`src/rtl/uart_rx_param.sv`:
```
// Parametrised UART receiver: configurable word width, optional parity, 1 or 2 stop bits,
// 3-sample majority vote per bit, valid/ready output with frame/parity/overrun pulses.
module uart_rx_param #(
    parameter int CLK_FREQ  = 50_000_000,
    parameter int BAUD      = 9600,
    parameter int DATA_BITS = 8,
    parameter int PARITY    = 0,
    parameter int STOP_BITS = 1
) (
    input  logic                 clk,
    input  logic                 rst_n,
    input  logic                 rx,
    output logic [DATA_BITS-1:0] rx_data,
    output logic                 rx_valid,
    input  logic                 rx_ready,
    output logic                 frame_err,
    output logic                 parity_err,
    output logic                 overrun,
    output logic                 busy
);

    localparam int BIT_CNT = CLK_FREQ / BAUD;
    localparam int HALF    = BIT_CNT / 2;
    localparam int CW      = $clog2(BIT_CNT + 1);
    localparam int IW      = 4;

    typedef enum logic [2:0] {
        S_IDLE,
        S_START,
        S_DATA,
        S_PAR,
        S_STOP
    } state_t;

    state_t                state, state_next;
    logic [CW-1:0]         cnt;
    logic [IW-1:0]         idx, idx_next;
    logic                  sync1, sync2;
    logic [2:0]            samp;
    logic                  maj;
    logic [DATA_BITS-1:0]  shreg;
    logic                  frame_flag, parity_flag;
    logic                  at_half, shift_en, done;
    logic                  par_bad, frame_now, good, load;

    assign maj     = (samp[0] & samp[1]) | (samp[0] & samp[2]) | (samp[1] & samp[2]);
    assign at_half = (cnt == CW'(HALF));
    assign busy    = (state != S_IDLE);

    // Parity bit folded into the data XOR: even wants 0, odd wants 1.
    assign par_bad   = (PARITY == 1) ? ~(^shreg ^ maj) : (^shreg ^ maj);
    // The final stop sample counts toward the frame flag in the same cycle it is taken.
    assign frame_now = frame_flag | ~maj;
    assign good      = done & ~frame_now & ~parity_flag;
    assign load      = good & (~rx_valid | rx_ready);

    always_comb begin
        // NOTE: every comb output gets a default first so no path can infer a latch.
        state_next = state;
        idx_next   = idx;
        shift_en   = 1'b0;
        done       = 1'b0;
        case (state)
            S_IDLE:  if (!sync2) state_next = S_START;
            S_START: if (at_half) state_next = maj ? S_IDLE : S_DATA;
            S_DATA: begin
                if (at_half) begin
                    shift_en = 1'b1;
                    if (idx == IW'(DATA_BITS - 1)) begin
                        idx_next   = '0;
                        state_next = (PARITY != 0) ? S_PAR : S_STOP;
                    end else begin
                        idx_next = idx + 1'b1;
                    end
                end
            end
            S_PAR:   if (at_half) state_next = S_STOP;
            S_STOP: begin
                if (at_half) begin
                    if (idx == IW'(STOP_BITS - 1)) begin
                        idx_next   = '0;
                        done       = 1'b1;
                        state_next = S_IDLE;
                    end else begin
                        idx_next = idx + 1'b1;
                    end
                end
            end
            default: state_next = S_IDLE;
        endcase
    end

    always_ff @(posedge clk) begin
        if (!rst_n) begin
            state <= S_IDLE;
            idx   <= '0;
        end else begin
            state <= state_next;
            idx   <= idx_next;
        end
    end

    always_ff @(posedge clk) begin
        if (!rst_n) begin
            sync1       <= 1'b1;
            sync2       <= 1'b1;
            samp        <= 3'b111;
            cnt         <= '0;
            shreg       <= '0;
            frame_flag  <= 1'b0;
            parity_flag <= 1'b0;
            rx_data     <= '0;
            rx_valid    <= 1'b0;
            frame_err   <= 1'b0;
            parity_err  <= 1'b0;
            overrun     <= 1'b0;
        end else begin
            // NOTE: non-blocking assignments so every register samples pre-edge values.
            sync1 <= rx;
            sync2 <= sync1;
            samp  <= {samp[1:0], sync2};
            cnt   <= (state == S_IDLE || cnt == CW'(BIT_CNT - 1)) ? '0 : cnt + 1'b1;

            if (state == S_IDLE) begin
                frame_flag  <= 1'b0;
                parity_flag <= 1'b0;
            end
            if (shift_en) shreg <= {maj, shreg[DATA_BITS-1:1]};
            if (state == S_PAR && at_half && par_bad) parity_flag <= 1'b1;
            if (state == S_STOP && at_half && !maj) frame_flag <= 1'b1;

            frame_err  <= done & frame_now;
            parity_err <= done & ~frame_now & parity_flag;
            overrun    <= good & rx_valid & ~rx_ready;

            if (load) begin
                rx_data  <= shreg;
                rx_valid <= 1'b1;
            end else if (rx_valid && rx_ready) begin
                rx_valid <= 1'b0;
            end
        end
    end

endmodule

```
`config.mk`:
```
export PLATFORM = sky130hd
export DESIGN_NAME = uart_rx_param
export DESIGN_NICKNAME = d
export VERILOG_FILES = /design/src/rtl/uart_rx_param.sv
export SDC_FILE = /design/constraint.sdc
export NUM_CORES = 1
export LEC_CHECK = 0
export CORE_ASPECT_RATIO = 0.75
export CORE_MARGIN = 1
export CORE_UTILIZATION = 32
export DETAILED_ROUTE_END_ITERATION = 8
export GPL_TIMING_DRIVEN = 0
export HOLD_SLACK_MARGIN = 0.08
export SYNTH_ARGS = -nofsm -noshare
export SYNTH_HDL_FRONTEND = slang
export SYNTH_SLANG_ARGS = --single-unit
```
`constraint.sdc`:
```
create_clock -name clk -period 2 [get_ports clk]
set_input_delay 0.4 -clock clk [delete_from_list [all_inputs] [get_ports clk]]
set_output_delay 0.4 -clock clk [all_outputs]
set_load 0.03 [all_outputs]
```
-- Word-level counts from Yosys, hierarchy flattened
Cells that the tools add are included.
- add/sub/neg operators: 2
- mux-type cells: 24
- reduce and logical (&&, ||, !) cells: 18
- bitwise logic cells: 21
- equality and inequality tests: 14
- operator list (operator ; count):
    two-way mux 3 bit ; 7
    two-way mux 4 bit ; 4
    case mux 3 bit (5 select lines) ; 1
    != test 2 bit, second input constant ; 7
    adder 13 x 1 -> 13 bit, second input constant ; 1
    == test 13 x 12 -> 1 bit, second input constant ; 1
    == test 13 bit, second input constant ; 1
    bitwise AND 1 bit ; 10
    two-way mux 1 bit ; 10
    case mux 4 bit (2 select lines) ; 1
    nonzero test 2 bit ; 4
    parity 8 bit ; 1
    AND reduction 7 bit ; 1
    == test 3 x 2 -> 1 bit, second input constant ; 2
    NOT 1 bit ; 6
    logical AND 1 bit ; 5
    adder 4 x 1 -> 4 bit, second input constant ; 1
    == test 4 x 3 -> 1 bit, second input constant ; 1
    logical NOT 4 bit ; 1
    OR 1 bit ; 4
    == test 3 x 1 -> 1 bit, second input constant ; 1
    == test 3 bit, second input constant ; 1
    logical NOT 3 bit ; 1
    AND reduction 3 bit ; 1
    other kinds (6) ; 6
- flip-flop bits (word level): 47
- input bits: 4
- logic and storage cells: 93

-- Depth between registers and ports, before layout
Gate-level depths: netlist (run 1).
- depth in word-level cells: 10
- mapped depth: 8
- gate-level depth less buffers: 7

-- Least setup slack after synthesis (run 1)
No wires, ideal clock.
- kind: register to register
- start: register idx[0]
- end: register rx_data[5]
- path buffers: 1
- stages on the path, launching flop included: 9
- arrival time: 1.778 ns
- required time: 1.926 ns
- setup time: 0.074 ns
- path slack: 0.147 ns
- cell sequence: dfxtp_1 > inv_1 > ha_1 > nor3b_1 > nand4b_1 > nor4_4 > buf_6 > nand3_1 > o21ai_0
- cells in the longest elaborated chain, start to end: 7
- ends and longest elaborated chain (element ; RTL line ; RTL):
    start, declared ; 37 ; logic [IW-1:0] idx, idx_next;
    start signal, assigned ; 99 ; idx <= idx_next;
    logical NOT 4 bit ; 80 ; if (idx == IW'(STOP_BITS - 1)) begin
    two-way mux 1 bit ; 80 ;
    two-way mux 1 bit ; 79 ; if (at_half) begin
    two-way mux 1 bit ; 63 ; case (state)
    bitwise AND 1 bit (2 in a row) ; 54 ; assign good = done & ~frame_now & ~parity_flag;
    bitwise AND 1 bit ; 55 ; assign load = good & (~rx_valid | rx_ready);
    end signal, assigned ; 137 ; rx_data <= shreg;
    end, declared ; 13 ; output logic [DATA_BITS-1:0] rx_data,
No other way between the ends.
A chain may end at the register's enable or synchronous reset.

-- Worst setup path after layout (run 1)
- start: register cnt[0]
- end: register idx[3]
- cells in the longest elaborated chain, start to end: 3
- elaborated cells on any way between the ends: 4
- those cells by class: eq/ne (3); reduce/logical (1)
- ends and longest elaborated chain (element ; RTL line ; RTL):
    start, declared ; 36 ; logic [CW-1:0] cnt;
    start signal, assigned ; 122 ; cnt <= (state == S_IDLE || cnt == CW'(BIT_CNT - 1)) ? '0 : cnt + 1'b1;
    == test 13 x 12 -> 1 bit * ; 47 ; assign at_half = (cnt == CW'(HALF));
    != test 2 bit (no line) ; - ;
    AND reduction 3 bit (no line) * ; - ;
Mark *: on every way between the ends. The rest lies on a longest branch, timed or not.

==> results.toml, run 1 <==
[finish]
areaGrowthSynthToFinish_pct = 20.49
layout_commonest_cell = "dfxtp_1"
final_cells = 345
fillers = 661
final_cell_mix = "dfxtp_1 (45), nor2_1 (21), nand2_1 (17), nand3_1 (16), clkdlybuf4s50_1 (15)"
nNetsFinal = 271
final_util_pct = 40.47
drive_above_1_share_pct = 14.77
diodes = 0

[worst_setup_path]
path_buf_inv = 2
crit_required_ns = 2.24
end_kind = "flop"
path_class = "reg2reg"
critPathLaunchType = "flop"
max_stage_delay_ns = 0.53
cp_slowest_cell = "or4_4"
path_max_fanout = 6
path_cells = "inv_1 > ha_1 > and4bb_2 > and4_1 > buf_6 > nand3_4 > or4_4 > a21boi_2"
cp.arrival_ns = 2.12
crit_family = "simple AND/OR/NAND/NOR gates"
reg2reg_slack_ns = 0.12

[synth]
yosysSeqAreaShare_pct = 43.90
synthFlopType = "dfxtp_1"
synth_top_family_by_area = "simple AND/OR/NAND/NOR gates"
synth_enable_flop_cells = 0
synth_cell_types = 45
synth_xor_area_share_pct = 8.173
synth_simple_gate_area_share_pct = 28.78
yosys-mux-area-fraction_pct = 4.729
ys_async_sr_fraction_pct = 0
synthAdderAreaFrac_pct = 2.802
syn_nets = 240
netlist_instances = 232
synth-compound-area-share_pct = 6.713
syn-mean-instance-area_um2 = 9.238
synth_area_leader_cell = "dfxtp_1"
synth_top_area_share_pct = 43.90
ys_seq_elements = 47
ys.warnings.count = 0
synth_area_leaders = "dfxtp_1 (44%), xnor2_1 (5.3%), mux2i_1 (4.2%)"
synthesis.area_mm2 = 0.002143

[route]
ant_nets = 0
dr.pass1.iters = 4
drt_iter0_markers = 60
via_per_inst = 4.641
wl_um = 4053
vias = 1601
drc = 0
post_drt_wl_per_cell_um = 11.75

[clocking]
path_clk_slew_ns = 0.09
cts_made_buffers = 5
clockRootBuffer = "clkbuf_8"
cts_tree = "done"
h-tree-depth = 2
cts.sinks = 47
hold_buffers = 0
clock_latency_ns = 0.31
clock_path_buffers = 2

[placed_design]
dp_slack_ns = -0.1807
globalplace.congestion = 0.7754
port_buffers = 16
place_inst = 329
dp_hpwl_um = 2792

[sta]
period_needed_ns = 1.876
fin_skew_ns = 0.01607
layout_setup_ws_ns = 0.1238
relSlewSlack_pct = 60.74
drv_slew = 0
max_freq_mhz = 533.0
layout_worst_path_cycle_share_pct = 93.81
tightest_slew_ns = 0.5889
setup_violations = 0
hold_viol_final = 0

[floorplan]
die_area_mm2 = 0.007032
chipHeight_um = 72.88
ios = 17
start_util_pct = 33.59
core_area_mm2 = 0.006381
dieWidth_um = 96.50
rows = 25

[global_route]
grt_overflow = 0
grt_pass1_vias = 1484
antenna_found_initial = 0
grt_max_degree = 17
track_usage_pct = 12.76
grt_pass1_wl_um = 6810

[power]
leakagePower_nw = 0.9143
internal_power_mw = 1.219
power_frac_seq_pct = 59.0
p_comb_share_pct = 4.4
p_clk_share_pct = 36.6
power_density_mw_per_mm2 = 619.3
switching_share_pct = 23.80
p_sw_mw = 0.3807
peakVddDrop_v = 0.0003638

[status]
status = "completed"

[min_path]
hold_class = "reg2reg"

[run]
maxCapViolations = 0
[worst register-to-register path, delay by kind of cell, from the launching register on]
family,cells,cell delay [ns]
compound gates,1,0.12
fa+ha+maj,1,0.13
buf+inv,2,0.17
flops,1,0.35
simple gates,4,1.06
[worst paths after layout]
kind	startpoint	endpoint	cells after the start
worst max-delay path	cnt[0]	idx[3]	8
worst min-delay path	sync1	sync2	1
worst max register to register	cnt[0]	idx[3]	8
worst min register to register	sync1	sync2	1
[power groups by stage]
stage	Combinational (mW)	Sequential [mW]	Clock (mW)
5_1_grt	0.0772	0.945	0.649
6_report	0.0696	0.944	0.586
4_1_cts	0.0670	0.944	0.614
3_5_place_dp	0.0676	0.966	0
3_3_place_gp	0.0679	0.966	0
2_1_floorplan	0.0461	0.965	0
[metal layers]
| metal | share of wire [%] | global-route usage (%) | vias to the layer above |
|---|---|---|---|
| li1 | - | - | 856 |
| met1 | 58 | 18.82 | 726 |
| met2 | 39 | 17.14 | 15 |
| met3 | 2.6 | 3.750 | 4 |
| met4 | 0.94 | 5.065 | 0 |
| met5 | 0 | 0 | - |
[synth_stat cells (2+ instances only)]
| cell type | n |
|---|---|
| a21boi_1 | 2 |
| a21oi_1 | 3 |
| buf_4 | 4 |
| buf_6 | 2 |
| clkbuf_1 | 4 |
| dfxtp_1 | 47 |
| ha_1 | 4 |
| inv_1 | 10 |
| mux2i_1 | 9 |
| nand2_1 | 17 |
| nand2b_1 | 6 |
| nand3_1 | 16 |
| nand4_1 | 5 |
| nand4b_1 | 2 |
| nor2_1 | 21 |
| nor2b_1 | 13 |
| nor3_1 | 6 |
| nor3b_1 | 3 |
| nor4_1 | 2 |
| o21ai_0 | 12 |
| o22ai_1 | 2 |
| xnor2_1 | 13 |
| xor2_1 | 7 |
[cell type report]
class / instances / area, um^2 / share of cell area [%]
clock buffers: 5 / 68.82 / 2.665
repair buffers: 24 / 219.0 / 8.479
inverters: 10 / 37.54 / 1.453
plain buffers: 10 / 67.56 / 2.616
clock inverters: 3 / 22.52 / 0.8721
multi-input cells: 165 / 1122 / 43.46
well taps: 81 / 101.3 / 3.924
flip-flops and latches: 47 / 943.4 / 36.53
[flip-flops by register name (all words and copies together) (netlist names)]
signal / flops
rx_valid: 1
shreg: 8
sync2: 1
idx: 4
parity_err: 1
rx_data: 8
cnt: 13
sync1: 1
samp: 3
frame_flag: 1
state: 3
parity_flag: 1
overrun: 1
frame_err: 1
[logic make-up after synthesis]
kind of cell / after synthesis
and+or+nand+nor: 106
DFF: 47
AOI/OAI and AO/OA: 24
xor gates and xnor gates: 20
buffers and inverters: 20
muxes: 10
adders and majority gates: 5
[metrics by stage]
step | power, mW | setup TNS (ns) | area [um^2] | hold slack (ns)
floorplan | 1.011 | 0 | 2143 | 0.3863
global route | 1.671 | -0.002857 | 2582 | 0.4478
global placement | 1.034 | -1.495 | 2405 | 0.3896
finish | 1.599 | 0 | 2582 | 0.4185
detailed placement | 1.034 | -1.225 | 2405 | 0.3991
CTS | 1.626 | 0 | 2525 | 0.4217
[repair_timing]
action / in CTS / in global routing
resized for setup: 1 / 10
setup endpoints to repair: 9 / 20
setup buffers: 4 / 4
pin swaps: 2 / 3
No activity file was read; power rests on OpenSTA's default activity.
==> run 2: changes to the inputs <==
--- a/config.mk
+++ b/config.mk
@@ -6,7 +6,7 @@
 export NUM_CORES = 1
 export LEC_CHECK = 0
 export CORE_ASPECT_RATIO = 0.75
-export CORE_MARGIN = 1
+export CORE_MARGIN = 2
 export CORE_UTILIZATION = 32
 export DETAILED_ROUTE_END_ITERATION = 8
 export GPL_TIMING_DRIVEN = 0
==> results.toml, run 2 (synthesis results as in run 1) <==
[worst_setup_path]
critPathLaunchType = "flop"
path_class = "reg2reg"
crit_end = "idx[3]"
rr_startpoint = "cnt[0]"
r2r-end = "idx[3]"
cp.arrival_ns = 2.17
crit_start = "cnt[0]"
reg2reg_slack_ns = 0.07
rr_worst_depth = 8
crit_required_ns = 2.24
path_max_fanout = 7
end_kind = "flop"

[finish]
drive_above_1_share_pct = 11.54
reg.largest.list = "cnt: 13 flops, rx_data: 8 flops, shreg: 8 flops"
regMostFlops = "cnt"
layout_commonest_cell = "dfxtp_1"
final_cells = 341
largest_register_ffs = 13
fin_area_mm2 = 0.002532
areaGrowthSynthToFinish_pct = 18.16
fillers = 669
final_cell_mix = "dfxtp_1 (45), nor2_1 (21), nand2_1 (17), nand3_1 (16), clkdlybuf4s50_1 (15)"
diodes = 0
nNetsFinal = 267

[floorplan]
chipHeight_um = 74.88
dieWidth_um = 98.50
rows = 25
core_area_mm2 = 0.006381
ios = 17
die_area_mm2 = 0.007375
start_util_pct = 33.59

[route]
dr.pass1.iters = 4
drc = 0
post_drt_wl_per_cell_um = 12.25
drt_iter0_markers = 103
via_per_inst = 4.786
vias = 1632
ant_nets = 0
wl_um = 4176

[sta]
relSlewSlack_pct = 66.26
holdWs_ns = 0.4119
drv_slew = 0
period_needed_ns = 1.931
layout_setup_ws_ns = 0.06909
max_freq_mhz = 517.9
grt_setup_unrepaired = "true"
hold_viol_final = 0
fin_setup_tns_ns = 0
tightest_slew_ns = 0.5060
layout_worst_path_cycle_share_pct = 96.55
fin_skew_ns = 0.009581
setup_violations = 0

[power]
leakagePower_nw = 0.8877
power_density_mw_per_mm2 = 629.8
peakVddDrop_v = 0.0002533

[status]
status = "completed"

[clocking]
cts_tree = "done"
clock_latency_ns = 0.31
clockRootBuffer = "clkbuf_8"
cts_made_buffers = 5
hold_buffers = 0
path_clk_slew_ns = 0.09
cts.sinks = 47
h-tree-depth = 2
clock_path_buffers = 2

[min_path]
hold_class = "reg2reg"

[global_route]
grt_overflow = 0
grt_pass1_vias = 1511
antenna_found_initial = 0
grt_pass1_wl_um = 7113
grt_max_degree = 16
track_usage_pct = 12.03

[placed_design]
port_buffers = 16
dp_slack_ns = -0.2132
globalplace.congestion = 0.8381
place_inst = 329
dpl_cell_area_mm2 = 0.002405
dp_hpwl_um = 2890

[run]
maxCapViolations = 0
[run 2: worst max-delay path, stage by stage, from the launching register on]
cell and delay (ns):
dfxtp_2 0.35, inv_1 0.05, ha_1 0.13, and4bb_2 0.23
and4_1 0.21, buf_6 0.13, nand3_4 0.11, or4_1 0.51
a21boi_1 0.14
[run 2: cell type report]
cell class / instances / area (um^2) / share of cell area, %
buffer: 10 / 67.56 / 2.668
clock buffer: 6 / 72.57 / 2.866
clock inverter: 2 / 16.27 / 0.6423
inverter: 10 / 37.54 / 1.482
multi-input combinational: 165 / 1109 / 43.77
sequential: 47 / 943.4 / 37.25
tap: 81 / 101.3 / 4.002
timing repair buffer: 20 / 185.2 / 7.312
[run 2: metal layers]
metal	vias to the layer above	global-route usage (%)	wire length (um)
li1	844	-	-
met1	753	17.54	2247
met2	28	17.16	1722
met3	7	2.878	138
met4	0	4.871	68
met5	-	0	0
[run 2: how the worst min path moves through the flow]
stage          start    end  depth (start not counted)
2_1_floorplan  sync1  sync2                          1
3_3_place_gp   sync1  sync2                          1
3_5_place_dp   sync1  sync2                          1
4_1_cts        sync1  sync2                          1
5_1_grt        sync1  sync2                          1
6_report       sync1  sync2                          1
[run 2: power by group]
part / internal, mW / leakage (nW) / switching [mW]
clock network: 0.251 / 0.0418 / 0.332
logic: 0.0259 / 0.466 / 0.0416
registers: 0.941 / 0.380 / 0.00328
total: 1.22 / 0.888 / 0.377
[run 2: what timing repair did]
action	4_1_cts	5_1_grt
pin swaps	2	0
endpoints found under the setup margin	9	14
gates resized for setup	2	6
setup buffers	4	0
[run 2: through the flow]
step | total power, mW | utilization (%)
3_5_place_dp | 1.034 | 37.69
3_3_place_gp | 1.034 | 37.69
2_1_floorplan | 1.011 | -
6_report | 1.595 | 39.69
4_1_cts | 1.619 | 39.61
5_1_grt | 1.659 | 39.69
==> run 3: changes to the inputs <==
--- a/config.mk
+++ b/config.mk
@@ -6,7 +6,7 @@
 export NUM_CORES = 1
 export LEC_CHECK = 0
 export CORE_ASPECT_RATIO = 0.75
-export CORE_MARGIN = 2
+export CORE_MARGIN = 5
 export CORE_UTILIZATION = 32
 export DETAILED_ROUTE_END_ITERATION = 8
 export GPL_TIMING_DRIVEN = 0
==> results.toml, run 3 (synthesis results as in run 1) <==
[worst_setup_path]
path_max_fanout = 5
critPathLaunchType = "flop"
rr_startpoint = "idx[0]"
crit_required_ns = 2.23
r2r-end = "rx_data[0]"
path_cells = "inv_1 > ha_1 > nor3b_4 > nand4b_1 > nor4_4 > buf_4 > nand3_1 > o21ai_0"
rr_worst_depth = 8
max_stage_delay_ns = 0.44
cp.arrival_ns = 2.12
end_kind = "flop"
crit_family = "simple AND/OR/NAND/NOR gates"
path_class = "reg2reg"
reg2reg_slack_ns = 0.11
cp_slowest_cell = "nor4_4"
path_buf_inv = 2

[route]
ant_nets = 0
dr.pass1.iters = 4
vias = 1661
post_drt_wl_per_cell_um = 12.30
drc = 0
wl_um = 4244
via_per_inst = 4.814
drt_iter0_markers = 89

[sta]
holdWs_ns = 0.4201
layout_setup_ws_ns = 0.1127
hold_viol_final = 0
layout_worst_path_cycle_share_pct = 94.37
drv_slew = 0
relSlewSlack_pct = 63.08
max_freq_mhz = 529.9
tightest_slew_ns = 0.5538
period_needed_ns = 1.887
setup_violations = 0
fin_skew_ns = 0.01367

[power]
p_sw_mw = 0.3637
power_density_mw_per_mm2 = 611.0
p_comb_share_pct = 4.5
peakVddDrop_v = 0.0003088
switching_share_pct = 23.07
internal_power_mw = 1.213
power_frac_seq_pct = 59.8
p_clk_share_pct = 35.7
total_power_mw = 1.576
leakagePower_nw = 0.9084

[placed_design]
dp_slack_ns = -0.2029
globalplace.congestion = 0.7927
place_inst = 329
dp_hpwl_um = 2920
port_buffers = 16

[clocking]
h-tree-depth = 2
cts_tree = "done"
cts_made_buffers = 5
path_clk_slew_ns = 0.09
clockRootBuffer = "clkbuf_8"
clock_latency_ns = 0.30
cts.sinks = 47
hold_buffers = 0
clock_path_buffers = 2

[finish]
drive_above_1_share_pct = 14.77
nNetsFinal = 271
final_util_pct = 40.23
areaGrowthSynthToFinish_pct = 20.37
final_cell_mix = "dfxtp_1 (44), nor2_1 (21), nand2_1 (17), nand3_1 (16), clkdlybuf4s50_1 (15)"
reg.largest.list = "cnt: 13 flops, rx_data: 8 flops, shreg: 8 flops"
regMostFlops = "cnt"
layout_commonest_cell = "dfxtp_1"
diodes = 0
final_cells = 345
largest_register_ffs = 13

[min_path]
hold_end = "sync2"
whs_path_depth = 1
hold_class = "reg2reg"
min_from = "sync1"

[floorplan]
ios = 17
die_area_mm2 = 0.008451
rows = 25
chipHeight_um = 80.88
start_util_pct = 33.42
dieWidth_um = 104.5
core_area_mm2 = 0.006412

[global_route]
grt_pass1_wl_um = 7127
antenna_found_initial = 0
grt_overflow = 0
grt_pass1_vias = 1486
grt_max_degree = 15
track_usage_pct = 10.36

[status]
status = "completed"

[run]
maxCapViolations = 0
==> run 3: worst max-delay path by stage <==
stage | startpoint | endpoint | slack, ns | cells after the start
finish | idx[0] | rx_data[0] | 0.11 | 8
global route | idx[1] | rx_data[6] | -0.01 | 8
CTS | state[2] | busy | 0.02 | 4
detailed placement | idx[0] | rx_data[5] | -0.20 | 8
global placement | idx[0] | rx_data[5] | -0.21 | 8
floorplan | idx[0] | rx_data[5] | 0.15 | 8
==> run 3: routing by layer <==
| metal | up-vias | global-route usage, % | share of wire, % |
|---|---|---|---|
| met5 | - | 0 | 0 |
| met4 | 0 | 3.105 | 0.97 |
| met3 | 5 | 2.939 | 3.1 |
| met2 | 21 | 14.48 | 39 |
| met1 | 778 | 15.27 | 57 |
| li1 | 857 | - | - |
==> run 3: stage by stage <==
stage / cell area, um^2 / setup TNS, ns
floorplan: 2143 / 0
global placement: 2405 / -1.525
detailed placement: 2405 / -1.395
CTS: 2516 / 0
global route: 2580 / -0.02407
finish: 2580 / 0
==> run 3: repair_timing <==
| item | CTS | global route |
|---|---|---|
| endpoints found under the setup margin | 9 | 16 |
| setup buffers | 3 | 5 |
| resized for setup | 2 | 15 |
| pin swaps | 2 | 6 |
==> run 3: power groups by stage <==
stage | logic, mW | clock network, mW | registers [mW]
floorplan | 0.0461 | 0 | 0.965
global placement | 0.0686 | 0 | 0.966
detailed placement | 0.0682 | 0 | 0.966
CTS | 0.0674 | 0.585 | 0.944
global route | 0.0775 | 0.627 | 0.944
finish | 0.0706 | 0.563 | 0.943
==> run 3: layout make-up <==
cell class / instances / area, um^2
clock buffers: 6 / 72.57
fillers: 661 / 3832
plain buffers: 10 / 68.82
multi-input cells: 165 / 1125
repair buffers: 24 / 215.2
inverters: 10 / 37.54
flip-flops and latches: 47 / 947.2
clock inverters: 2 / 12.51
well taps: 81 / 101.3
